### config.mk
export PLATFORM = sky130hd
export DESIGN_NAME = button_press_decoder_flat
export DESIGN_NICKNAME = d
export VERILOG_FILES = /design/src/rtl/button_press_decoder_if.sv /design/src/rtl/button_press_decoder.sv /design/src/flat_wrapper.sv
export SDC_FILE = /design/constraint.sdc
export NUM_CORES = 1
export LEC_CHECK = 0
export CAP_MARGIN = 10
export CORE_MARGIN = 4
export CORE_UTILIZATION = 60
export CTS_CLUSTER_SIZE = 12
export DETAILED_ROUTE_END_ITERATION = 12
export PLACE_DENSITY = 0.83
export SLEW_MARGIN = 20
export SYNTH_ARGS = -nofsm -noshare
export SYNTH_HDL_FRONTEND = slang
export SYNTH_SLANG_ARGS = --single-unit
### constraint.sdc
create_clock -name clk -period 4.1 [get_ports clk]
set_input_delay 0.615 -clock clk [delete_from_list [all_inputs] [get_ports clk]]
set_output_delay 0.615 -clock clk [all_outputs]
set_load 0.01 [all_outputs]
### src/rtl/button_press_decoder_if.sv
// Button pin in, debounced level and one-cycle event pulses out.
// The decoder holds the master side; downstream consumers hold the slave side.
interface button_press_decoder_if;
    logic WF_BUTTON;
    logic btn_level;
    logic press_pulse;
    logic release_pulse;
    logic short_pulse;
    logic long_pulse;

    modport master (
        input  WF_BUTTON,
        output btn_level, press_pulse, release_pulse, short_pulse, long_pulse
    );

    modport slave (
        output WF_BUTTON,
        input  btn_level, press_pulse, release_pulse, short_pulse, long_pulse
    );
endinterface

### src/rtl/button_press_decoder.sv
// Push-button decoder: 2-flop sync, counter debounce, and a press/hold FSM
// emitting registered single-cycle press, release, short and long pulses.
module button_press_decoder #(
    parameter int unsigned DEBOUNCE_CYCLES = 160000,
    parameter int unsigned LONG_CYCLES     = 16000000,
    parameter bit          ACTIVE_LOW      = 1'b1
) (
    input  logic                   clk,
    input  logic                   reset,
    button_press_decoder_if.master btn
);
    localparam int            DW        = $clog2(DEBOUNCE_CYCLES);
    localparam int            HW        = $clog2(LONG_CYCLES);
    localparam logic          IDLE_PIN  = ACTIVE_LOW;
    localparam logic [DW-1:0] DB_LAST   = DW'(DEBOUNCE_CYCLES - 1);
    localparam logic [HW-1:0] HOLD_LAST = HW'(LONG_CYCLES - 1);

    typedef enum logic [1:0] {IDLE, HELD, LONG} state_t;

    logic          s1, s2, raw;
    logic [DW-1:0] db_cnt, db_cnt_next;
    logic          level, level_next;
    logic          rise, fall;
    state_t        state, state_next;
    logic [HW-1:0] hold, hold_next;
    logic          press_q, release_q, short_q, long_q;
    logic          press_d, release_d, short_d, long_d;

    always_ff @(posedge clk) begin
        if (reset) begin
            s1 <= IDLE_PIN;
            s2 <= IDLE_PIN;
        end else begin
            s1 <= btn.WF_BUTTON;
            s2 <= s1;
        end
    end

    assign raw = s2 ^ ACTIVE_LOW;

    // Any sample matching the accepted level restarts the stability count.
    always_comb begin
        db_cnt_next = db_cnt;
        level_next  = level;
        if (raw == level) begin
            db_cnt_next = '0;
        end else if (db_cnt == DB_LAST) begin
            level_next  = ~level;
            db_cnt_next = '0;
        end else begin
            db_cnt_next = db_cnt + DW'(1);
        end
    end

    // Edges are taken from the next level so pulses line up with the toggle.
    assign rise = level_next & ~level;
    assign fall = ~level_next & level;

    always_comb begin
        state_next = state;
        hold_next  = hold;
        press_d    = 1'b0;
        release_d  = 1'b0;
        short_d    = 1'b0;
        long_d     = 1'b0;
        case (state)
            IDLE: begin
                if (rise) begin
                    state_next = HELD;
                    hold_next  = '0;
                    press_d    = 1'b1;
                end
            end
            HELD: begin
                // A release on the threshold edge wins over the long event.
                if (fall) begin
                    state_next = IDLE;
                    release_d  = 1'b1;
                    short_d    = 1'b1;
                end else if (hold == HOLD_LAST) begin
                    state_next = LONG;
                    long_d     = 1'b1;
                end else begin
                    hold_next = hold + HW'(1);
                end
            end
            LONG: begin
                if (fall) begin
                    state_next = IDLE;
                    release_d  = 1'b1;
                end
            end
            default: state_next = IDLE;
        endcase
    end

    always_ff @(posedge clk) begin
        if (reset) begin
            db_cnt    <= '0;
            level     <= 1'b0;
            state     <= IDLE;
            hold      <= '0;
            press_q   <= 1'b0;
            release_q <= 1'b0;
            short_q   <= 1'b0;
            long_q    <= 1'b0;
        end else begin
            db_cnt    <= db_cnt_next;
            level     <= level_next;
            state     <= state_next;
            hold      <= hold_next;
            press_q   <= press_d;
            release_q <= release_d;
            short_q   <= short_d;
            long_q    <= long_d;
        end
    end

    assign btn.btn_level     = level;
    assign btn.press_pulse   = press_q;
    assign btn.release_pulse = release_q;
    assign btn.short_pulse   = short_q;
    assign btn.long_pulse    = long_q;
endmodule

### src/flat_wrapper.sv
// flat-port wrapper written by rule: the top's interface ports become plain ports
module button_press_decoder_flat 
#(
    parameter int unsigned DEBOUNCE_CYCLES = 160000,
    parameter int unsigned LONG_CYCLES     = 16000000,
    parameter bit          ACTIVE_LOW      = 1'b1
)
  (clk, reset, btn_WF_BUTTON, btn_btn_level, btn_press_pulse, btn_release_pulse, btn_short_pulse, btn_long_pulse);
  button_press_decoder_if btn_i ();
  input  logic clk;
  input  logic reset;
  input wire logic [$bits(btn_i.WF_BUTTON)-1:0] btn_WF_BUTTON;
  output wire logic [$bits(btn_i.btn_level)-1:0] btn_btn_level;
  output wire logic [$bits(btn_i.press_pulse)-1:0] btn_press_pulse;
  output wire logic [$bits(btn_i.release_pulse)-1:0] btn_release_pulse;
  output wire logic [$bits(btn_i.short_pulse)-1:0] btn_short_pulse;
  output wire logic [$bits(btn_i.long_pulse)-1:0] btn_long_pulse;
  assign btn_i.WF_BUTTON = btn_WF_BUTTON;
  assign btn_btn_level = btn_i.btn_level;
  assign btn_press_pulse = btn_i.press_pulse;
  assign btn_release_pulse = btn_i.release_pulse;
  assign btn_short_pulse = btn_i.short_pulse;
  assign btn_long_pulse = btn_i.long_pulse;
  button_press_decoder #(.DEBOUNCE_CYCLES(DEBOUNCE_CYCLES), .LONG_CYCLES(LONG_CYCLES), .ACTIVE_LOW(ACTIVE_LOW)) u_core (.clk(clk), .reset(reset), .btn(btn_i));
endmodule
==> metrics.log, run 1 <==
INFO  metric pwr_per_cell_area = 286 nW/µm²
INFO  metric tightestPinTransition = 1.12 ns
INFO  metric placed_cells = 361
INFO  metric worst_setup_hold_path_clk_slew = 0.09 ns
INFO  metric post_drt_via_cell_ratio = 6.29
INFO  metric status = completed
INFO  metric critical_path.startpoint = reset
INFO  metric path_class = in2reg
INFO  metric globalRouteOverflowTotal = 0
INFO  metric drt-total-wl = 5.65 mm
INFO  metric asr_flop_ratio_synth = 0%
INFO  metric report.power.total = 802 µW
INFO  metric timing.critical_path.buf_inv = 1
INFO  metric final_layout_size_suffix_gt1_share = 6.29%
INFO  metric place_hpwl = 4.11 mm
INFO  metric synth-edff-count = 0
INFO  metric final_design_area_no_fill = 2810 µm²
INFO  metric rsz0062_at_grt = false
INFO  metric synth-main-ff-cell = sky130_fd_sc_hd__dfxtp_1
INFO  metric ys_seq_elements = 51
INFO  metric critical-path-max-stage-delay = 0.64 ns
INFO  metric clock_insertion_delay_worst_skew = 0.30 ns
INFO  metric die_y = 74.3 µm
INFO  metric core = 4120 µm²
INFO  metric reg2reg_from = u_core.db_cnt[10]
INFO  metric final.period_utilization = 65.7%
INFO  metric ctsHoldBuffers = 0
INFO  metric detailedPlace.worstSlack = 1.13 ns
INFO  metric nets = 326
INFO  metric clock_tree.buffer_depth = 2
INFO  metric drv.max_cap_violation_count = 0
INFO  metric start_util = 64.1%
INFO  metric grt_pass1_wl = 9.81 mm
INFO  metric top_level_ports = 8
INFO  metric final_cells = 368
INFO  metric netlist-cell-type-count = 47
INFO  metric timing.fmax = 371 MHz
INFO  metric holdCritPathClass = reg2reg
INFO  metric syn-instance-count = 318
INFO  metric timing.max_slew.rel_slack = 24.8%
INFO  metric setup_viol = 0
INFO  metric critPathMaxFanout = 12
INFO  metric track_usage = 22.7%
INFO  metric clock_sink_count = 51
INFO  metric cts_tree = done
INFO  metric syn_nets = 326
INFO  metric path_delay_family = simple AND/OR/NAND/NOR gates
INFO  metric leakage = 0.00106 µW
INFO  metric yosysWarnings = 0
INFO  metric post_cts_resized = 0
INFO  metric grt_pass1_vias = 2112
INFO  metric drt_first_pass_iters = 5
INFO  metric area.growth.synth_to_final = 6.50%
INFO  metric timing.critical_path.required = 4.31 ns
INFO  metric cts_post_setup_buffers_inserted = 0
INFO  metric hold_viol = 0
INFO  metric grt_start_max_net_pins = 19
INFO  metric gp_congestion = 0.935
INFO  metric timing_max_transition_violations_final = 0
INFO  metric crit_path_cell_chain = clkdlybuf4s50_1, nor2b_1, nand2_1, o32ai_4, nand3_2, o311ai_2
INFO  metric synth_sequential_area_ratio = 38.7%
INFO  metric critPathSlowestCell = sky130_fd_sc_hd__clkdlybuf4s50_1
INFO  metric worstSetupStartpointType = primary input
INFO  metric worst_setup_margin = 1.41 ns
INFO  metric drc = 0
INFO  metric antenna_violating_nets_post_route = 0
INFO  metric cts.root.buffer_cell = sky130_fd_sc_hd__clkbuf_8
INFO  metric placement_stage_cell_area = 2720 µm²
INFO  metric setup-tns-final = 0 ns
INFO  metric dr.first_iter.drc_count = 306
INFO  metric num_vias = 2315
INFO  metric vdd_ir_drop_max = 162 µV
INFO  metric fp.dieArea = 5520 µm²
INFO  metric final_period_minus_worst_setup_slack = 2.69 ns
INFO  metric portBuffers = 7
INFO  metric cts_inserted_buffers = 5
INFO  metric holdCritStartpoint = u_core.s1
INFO  metric detail_route.wl_per_cell = 15.3 µm
INFO  metric post_synth.cell_area_avg = 8.29 µm²
INFO  metric antenna_cells_inserted = 0
INFO  metric cp-end-kind = flip-flop
INFO  metric row_count = 23
INFO  metric clock-skew-final = 0.00446 ns
INFO  metric crit_arrival = 2.91 ns
INFO  metric die_width = 74.3 µm
INFO  metric maximum_level_of_the_cts_h_tree = 2
INFO  metric grt_antenna_before_repair = 0
INFO  metric netlist_area = 2640 µm²
-- worst reg2reg max path, delay by kind of cell, from the launching register on --
kind            cells  cell delay (ns)
simple gates        3             1.43
compound gates      3             0.71
flops               1             0.34
-- Yosys cell counts (all sizes together) (4+ instances only) --
cell | instances | area, µm²
a21o | 7 | 52.6
a21oi | 11 | 55.1
a41oi | 6 | 52.6
and2 | 5 | 31.3
and3 | 16 | 100
and4 | 6 | 52.6
buf | 4 | 18.8
clkbuf | 12 | 45.0
dfxtp | 51 | 1020
ha | 5 | 62.6
inv | 14 | 52.6
nand2 | 20 | 82.6
nand3 | 21 | 110
nand4 | 13 | 81.3
nor2 | 34 | 128
nor3 | 7 | 35.0
nor4b | 5 | 43.8
o21ai | 24 | 120
o31ai | 7 | 62.6
xnor2 | 4 | 35.0
xor2 | 12 | 105
-- power by group --
part / switching [µW] / internal [µW] / total [µW]
sequential: 0.776 / 496 / 497
clock: 158 / 133 / 291
combinational: 9.53 / 4.74 / 14.3
total: 168 / 633 / 802
-- worst paths after layout --
check	end	cells after the start	slack (ns)
worst min-delay path	u_core.s2	1	0.42
worst max-delay path	u_core.hold[18]	6	1.41
worst min register to register	u_core.s2	1	0.42
worst max register to register	u_core.hold[23]	6	1.51
-- state kept, by name (all words and copies together), names as in the netlist --
name                      flops
u_core.hold                  24
u_core.db_cnt                18
u_core.state                  2
u_core.btn.btn_level          1
u_core.btn.long_pulse         1
u_core.btn.press_pulse        1
u_core.btn.release_pulse      1
u_core.btn.short_pulse        1
u_core.s1                     1
u_core.s2                     1
-- cell type report --
class / instances / area [µm²]
Clock buffer: 6 / 82.6
Clock inverter: 1 / 5.00
Fill cell: 340 / 1310
Inverter: 14 / 52.6
Multi-Input combinational cell: 237 / 1500
Sequential cell: 51 / 1020
Tap cell: 50 / 62.6
Timing Repair Buffer: 9 / 85.1
-- stage by stage --
stage / util, % / hold slack [ns]
detailed placement: 66.1 / 0.397
CTS: 68.2 / 0.421
finish: 68.2 / 0.419
global route: 68.2 / 0.439
global placement: 66.1 / 0.394
floorplan: - / 0.389
-- cells in the final DEF, fill, tap and decap left out, types with 2 or more instances in the layout --
cell type | synthesis | final
sky130_fd_sc_hd__dfxtp_1 | 51 | 51
sky130_fd_sc_hd__nor2_1 | 34 | 34
sky130_fd_sc_hd__nand3_1 | 20 | 20
sky130_fd_sc_hd__o21ai_0 | 20 | 20
sky130_fd_sc_hd__nand2_1 | 19 | 19
sky130_fd_sc_hd__and3_1 | 16 | 16
sky130_fd_sc_hd__inv_1 | 14 | 14
sky130_fd_sc_hd__nand4_1 | 13 | 13
sky130_fd_sc_hd__xor2_1 | 12 | 12
sky130_fd_sc_hd__a21oi_1 | 11 | 11
sky130_fd_sc_hd__a21o_1 | 7 | 7
sky130_fd_sc_hd__nor3_1 | 7 | 7
sky130_fd_sc_hd__clkdlybuf4s50_1 | 0 | 7
sky130_fd_sc_hd__and4_1 | 6 | 6
sky130_fd_sc_hd__a41oi_1 | 6 | 6
sky130_fd_sc_hd__clkbuf_8 | 0 | 6
sky130_fd_sc_hd__nor4b_1 | 5 | 5
sky130_fd_sc_hd__and2_1 | 5 | 5
sky130_fd_sc_hd__o31ai_1 | 5 | 5
sky130_fd_sc_hd__ha_1 | 5 | 5
sky130_fd_sc_hd__o21ai_1 | 4 | 4
sky130_fd_sc_hd__xnor2_1 | 4 | 4
sky130_fd_sc_hd__nor4_1 | 3 | 3
sky130_fd_sc_hd__nor2b_1 | 3 | 3
sky130_fd_sc_hd__a31oi_1 | 3 | 3
sky130_fd_sc_hd__or4_1 | 2 | 2
sky130_fd_sc_hd__o21a_1 | 2 | 2
sky130_fd_sc_hd__o2111ai_1 | 2 | 2
sky130_fd_sc_hd__mux2i_1 | 2 | 2
sky130_fd_sc_hd__a211o_1 | 2 | 2
sky130_fd_sc_hd__or2_2 | 2 | 2
sky130_fd_sc_hd__o22ai_1 | 2 | 2
sky130_fd_sc_hd__o31ai_2 | 2 | 2
sky130_fd_sc_hd__buf_4 | 0 | 2
-- kinds of logic after synthesis --
| family | Yosys count | synth area share [%] |
|---|---|---|
| AO/OA/AOI/OAI | 72 | 19.4 |
| AND/OR/NAND/NOR | 142 | 29.0 |
| buffers and inverters | 30 | 4.41 |
| multiplexers | 2 | 0.759 |
| XOR/XNOR | 16 | 5.32 |
| adder cells (fa/ha/maj) | 5 | 2.37 |
| flip-flops | 51 | 38.7 |
-- per-layer routing --
| metal | vias up | track usage (%) | share of wire (%) | wire (µm) |
|---|---|---|---|---|
| met3 | 9 | 4.59 | 6.1 | 347 |
| met4 | 0 | 10.3 | 1.9 | 106 |
| met2 | 76 | 34.0 | 44 | 2460 |
| met5 | - | 0 | 0 | 0 |
| met1 | 1074 | 31.7 | 48 | 2730 |
| li1 | 1156 | - | - | - |
No activity file was read; power rests on OpenSTA's default activity.
==> run 2, diff against run 1 <==
CORE_UTILIZATION = 55   (was 60)
PLACE_DENSITY = 0.8   (was 0.83)
clock period = 2.2 ns   (was 4.1 ns; I/O delays follow)
==> run 2 against run 1 <==
The run now ends with negative setup slack left; via count rose by 10%; clock-buffer cell count rose by 2; design area rose by 17%; wire length rose by 15%; clock power rose by 110%; hold slack improved by 0.0018 ns; register-to-register slack got worse by 1.5 ns; critical path depth rose by 1; clock skew rose by 0.0093 ns; combinational power rose by 140%; final cell count rose by 9.2%; die area rose by 8.1%; largest power group unchanged.
==> metrics.log, run 2 (same netlist as run 1, synthesis figures left out) <==
INFO  metric clock_insertion_delay_worst_skew = 0.31 ns
INFO  metric layout_common_cells = sky130_fd_sc_hd__dfxtp_1, sky130_fd_sc_hd__nor2_1, sky130_fd_sc_hd__buf_4, sky130_fd_sc_hd__nand2_1, sky130_fd_sc_hd__nand3_1
INFO  metric worstSetupStartpointType = flip-flop
INFO  metric clock-skew-final = 0.0138 ns
INFO  metric setup-tns-final = -0.0875 ns
INFO  metric final.period_utilization = 101%
INFO  metric path_class = reg2reg
INFO  metric detail_route.wl_per_cell = 16.2 µm
INFO  metric worstReg2RegEnd = u_core.state[0]
INFO  metric cts_inserted_buffers = 5
INFO  metric worst-r2r-setup-slack = -0.03 ns
INFO  metric track_usage = 21.1%
INFO  metric drv.max_cap_violation_count = 0
INFO  metric dr.first_iter.drc_count = 324
INFO  metric crit_arrival = 2.47 ns
INFO  metric final_layout_size_suffix_gt1_share = 22.0%
INFO  metric regMostFlops = u_core.hold
INFO  metric critPathSlowestCell = sky130_fd_sc_hd__or4_4
INFO  metric vdd_ir_drop_max = 391 µV
INFO  metric critPathMaxFanout = 5
INFO  metric final_period_minus_worst_setup_slack = 2.23 ns
INFO  metric timing.max_slew.rel_slack = 48.5%
INFO  metric clock_tree.buffer_depth = 2
INFO  metric worst_setup_hold_path_clk_slew = 0.09 ns
INFO  metric crit_path_cell_chain = or4_4, or4_4, buf_4, nor2_4, nand4_1, or2_0, a21oi_1
INFO  metric reg2reg_from = u_core.db_cnt[10]
INFO  metric switching_share = 21.6%
INFO  metric globalRouteOverflowTotal = 0
INFO  metric portBuffers = 7
INFO  metric hold_slack = 0.421 ns
INFO  metric tightestPinTransition = 0.765 ns
INFO  metric grt_antenna_before_repair = 0
INFO  metric setup_viol = 7
INFO  metric timing.critical_path.required = 2.44 ns
INFO  metric power.internal = 1230 µW
INFO  metric maximum_level_of_the_cts_h_tree = 2
INFO  metric post_drt_via_cell_ratio = 6.36
INFO  metric worstHoldEndpoint = u_core.s2
INFO  metric detailedPlace.worstSlack = -0.146 ns
INFO  metric grt_pass1_vias = 2327
INFO  metric nets = 357
INFO  metric fp.dieArea = 5970 µm²
INFO  metric worst_setup_margin = -0.0276 ns
INFO  metric drt_first_pass_iters = 7
INFO  metric timing.fmax = 449 MHz
INFO  metric die_width = 77.2 µm
INFO  metric timing_max_transition_violations_final = 0
INFO  metric final_cells = 402
INFO  metric top_level_ports = 8
INFO  metric cp-end-kind = flip-flop
INFO  metric leakage = 0.00127 µW
INFO  metric critical-path-max-stage-delay = 0.53 ns
INFO  metric largest_reg_flops = 24
INFO  metric area.growth.synth_to_final = 24.5%
INFO  metric die_y = 77.2 µm
INFO  metric hold_viol = 0
INFO  metric failed_checks = negative setup slack
INFO  metric place_hpwl = 4.33 mm
INFO  metric mostFrequentLayoutCell = sky130_fd_sc_hd__dfxtp_1
INFO  metric worstHoldPathCells = 1
INFO  metric comb_power_share = 2.2%
INFO  metric portion_of_total_power_attributed_to_the_clock_network = 38.5%
INFO  metric report.power.total = 1560 µW
INFO  metric pwr_per_cell_area = 476 nW/µm²
INFO  metric holdCritPathClass = reg2reg
INFO  metric cts_tree = done
INFO  metric clock_sink_count = 51
INFO  metric core = 4500 µm²
INFO  metric gp_congestion = 0.890
INFO  metric drt-total-wl = 6.49 mm
INFO  metric cts.root.buffer_cell = sky130_fd_sc_hd__clkbuf_8
INFO  metric reg_top3 = u_core.hold x24, u_core.db_cnt x18, u_core.state x2
INFO  metric layout.filler_cells = 325
INFO  metric grt_pass1_wl = 10.5 mm
INFO  metric r2r.worst_path.cells = 7
INFO  metric row_count = 24
INFO  metric grt_start_max_net_pins = 19
INFO  metric critical_path.most_common_cell = sky130_fd_sc_hd__or4_4
INFO  metric status = finished with violations
INFO  metric antenna_violating_nets_post_route = 0
INFO  metric start_util = 58.5%
INFO  metric net-switching-power = 337 µW
INFO  metric rsz0062_at_grt = true
INFO  metric holdCritStartpoint = u_core.s1
INFO  metric drc = 0
INFO  metric power.share.sequential = 59.2%
INFO  metric placed_cells = 387
INFO  metric num_vias = 2555
INFO  metric antenna_cells_inserted = 0
[run 2: cell count changes in the layout (fill, tap and decap cells not counted), sizes merged]
cell	change
buf	+30
clkinv	-1
clkbuf	+3
[run 2: how the worst max path moves through the flow]
stage                       from         endpoint  slack [ns]  cells after the start
2_1_floorplan  u_core.db_cnt[10]  u_core.hold[12]       -0.03                      7
3_3_place_gp   u_core.db_cnt[10]  u_core.hold[23]       -0.09                      6
3_5_place_dp   u_core.db_cnt[10]  u_core.hold[23]       -0.15                      6
4_1_cts        u_core.db_cnt[10]  u_core.hold[12]       -0.07                      7
5_1_grt        u_core.db_cnt[10]  u_core.hold[19]       -0.16                      6
6_report       u_core.db_cnt[10]  u_core.state[0]       -0.03                      7
[run 2: worst max-delay path: cells and delay by family, from the launching register on]
| family | cells | cell delay (ns) |
|---|---|---|
| AO/OA/AOI/OAI | 1 | 0.15 |
| buffers and inverters | 1 | 0.18 |
| flip-flops | 1 | 0.32 |
| AND/OR/NAND/NOR | 5 | 1.51 |
[run 2: timing repair]
item                                    in CTS  in global routing
hold buffers                                 0                  0
gates cloned                                 0                  1
resized for setup                            5                 35
pin swaps                                    5                 18
setup buffers                                4                  3
endpoints found under the setup margin      29                 46
[run 2: cell type report]
| cell class | count | area [µm²] | area share, % |
|---|---|---|---|
| Timing Repair Buffer | 40 | 370 | 11.3 |
| Clock buffer | 8 | 100 | 3.05 |
| Sequential cell | 51 | 1020 | 31.1 |
| Tap cell | 52 | 65.1 | 1.98 |
| Multi-Input combinational cell | 237 | 1670 | 50.9 |
| Inverter | 14 | 52.6 | 1.60 |
[run 2: power by group through the flow]
stage,Sequential [µW],Clock (µW),Combinational [µW]
global route,927,646,37.6
CTS,926,600,28.9
finish,926,602,34.5
global placement,947,0,27.6
floorplan,947,0,17.3
detailed placement,948,0,28.5
[run 2: layer usage]
metal / vias to the layer above / global-route usage [%] / share of wire (%) / wire (µm)
li1: 1224 / - / - / -
met1: 1213 / 29.1 / 46 / 3010
met2: 98 / 32.9 / 45 / 2940
met3: 20 / 3.98 / 6.1 / 395
met4: 0 / 7.30 / 2.2 / 142
met5: - / 0 / 0 / 0
[run 2: metrics by stage]
| stage | utilization [%] | area, µm² |
|---|---|---|
| floorplan | - | 2650 |
| global placement | 64.9 | 2920 |
| detailed placement | 64.9 | 2920 |
| CTS | 68.2 | 3070 |
| global route | 72.9 | 3280 |
| finish | 72.9 | 3280 |
==> run 3, diff against run 2 <==
ABC_CLOCK_PERIOD_IN_PS = 2200   (was unset)
==> results of run 3 <==
Final layout, timing and power as in run 2 (identical DEF).
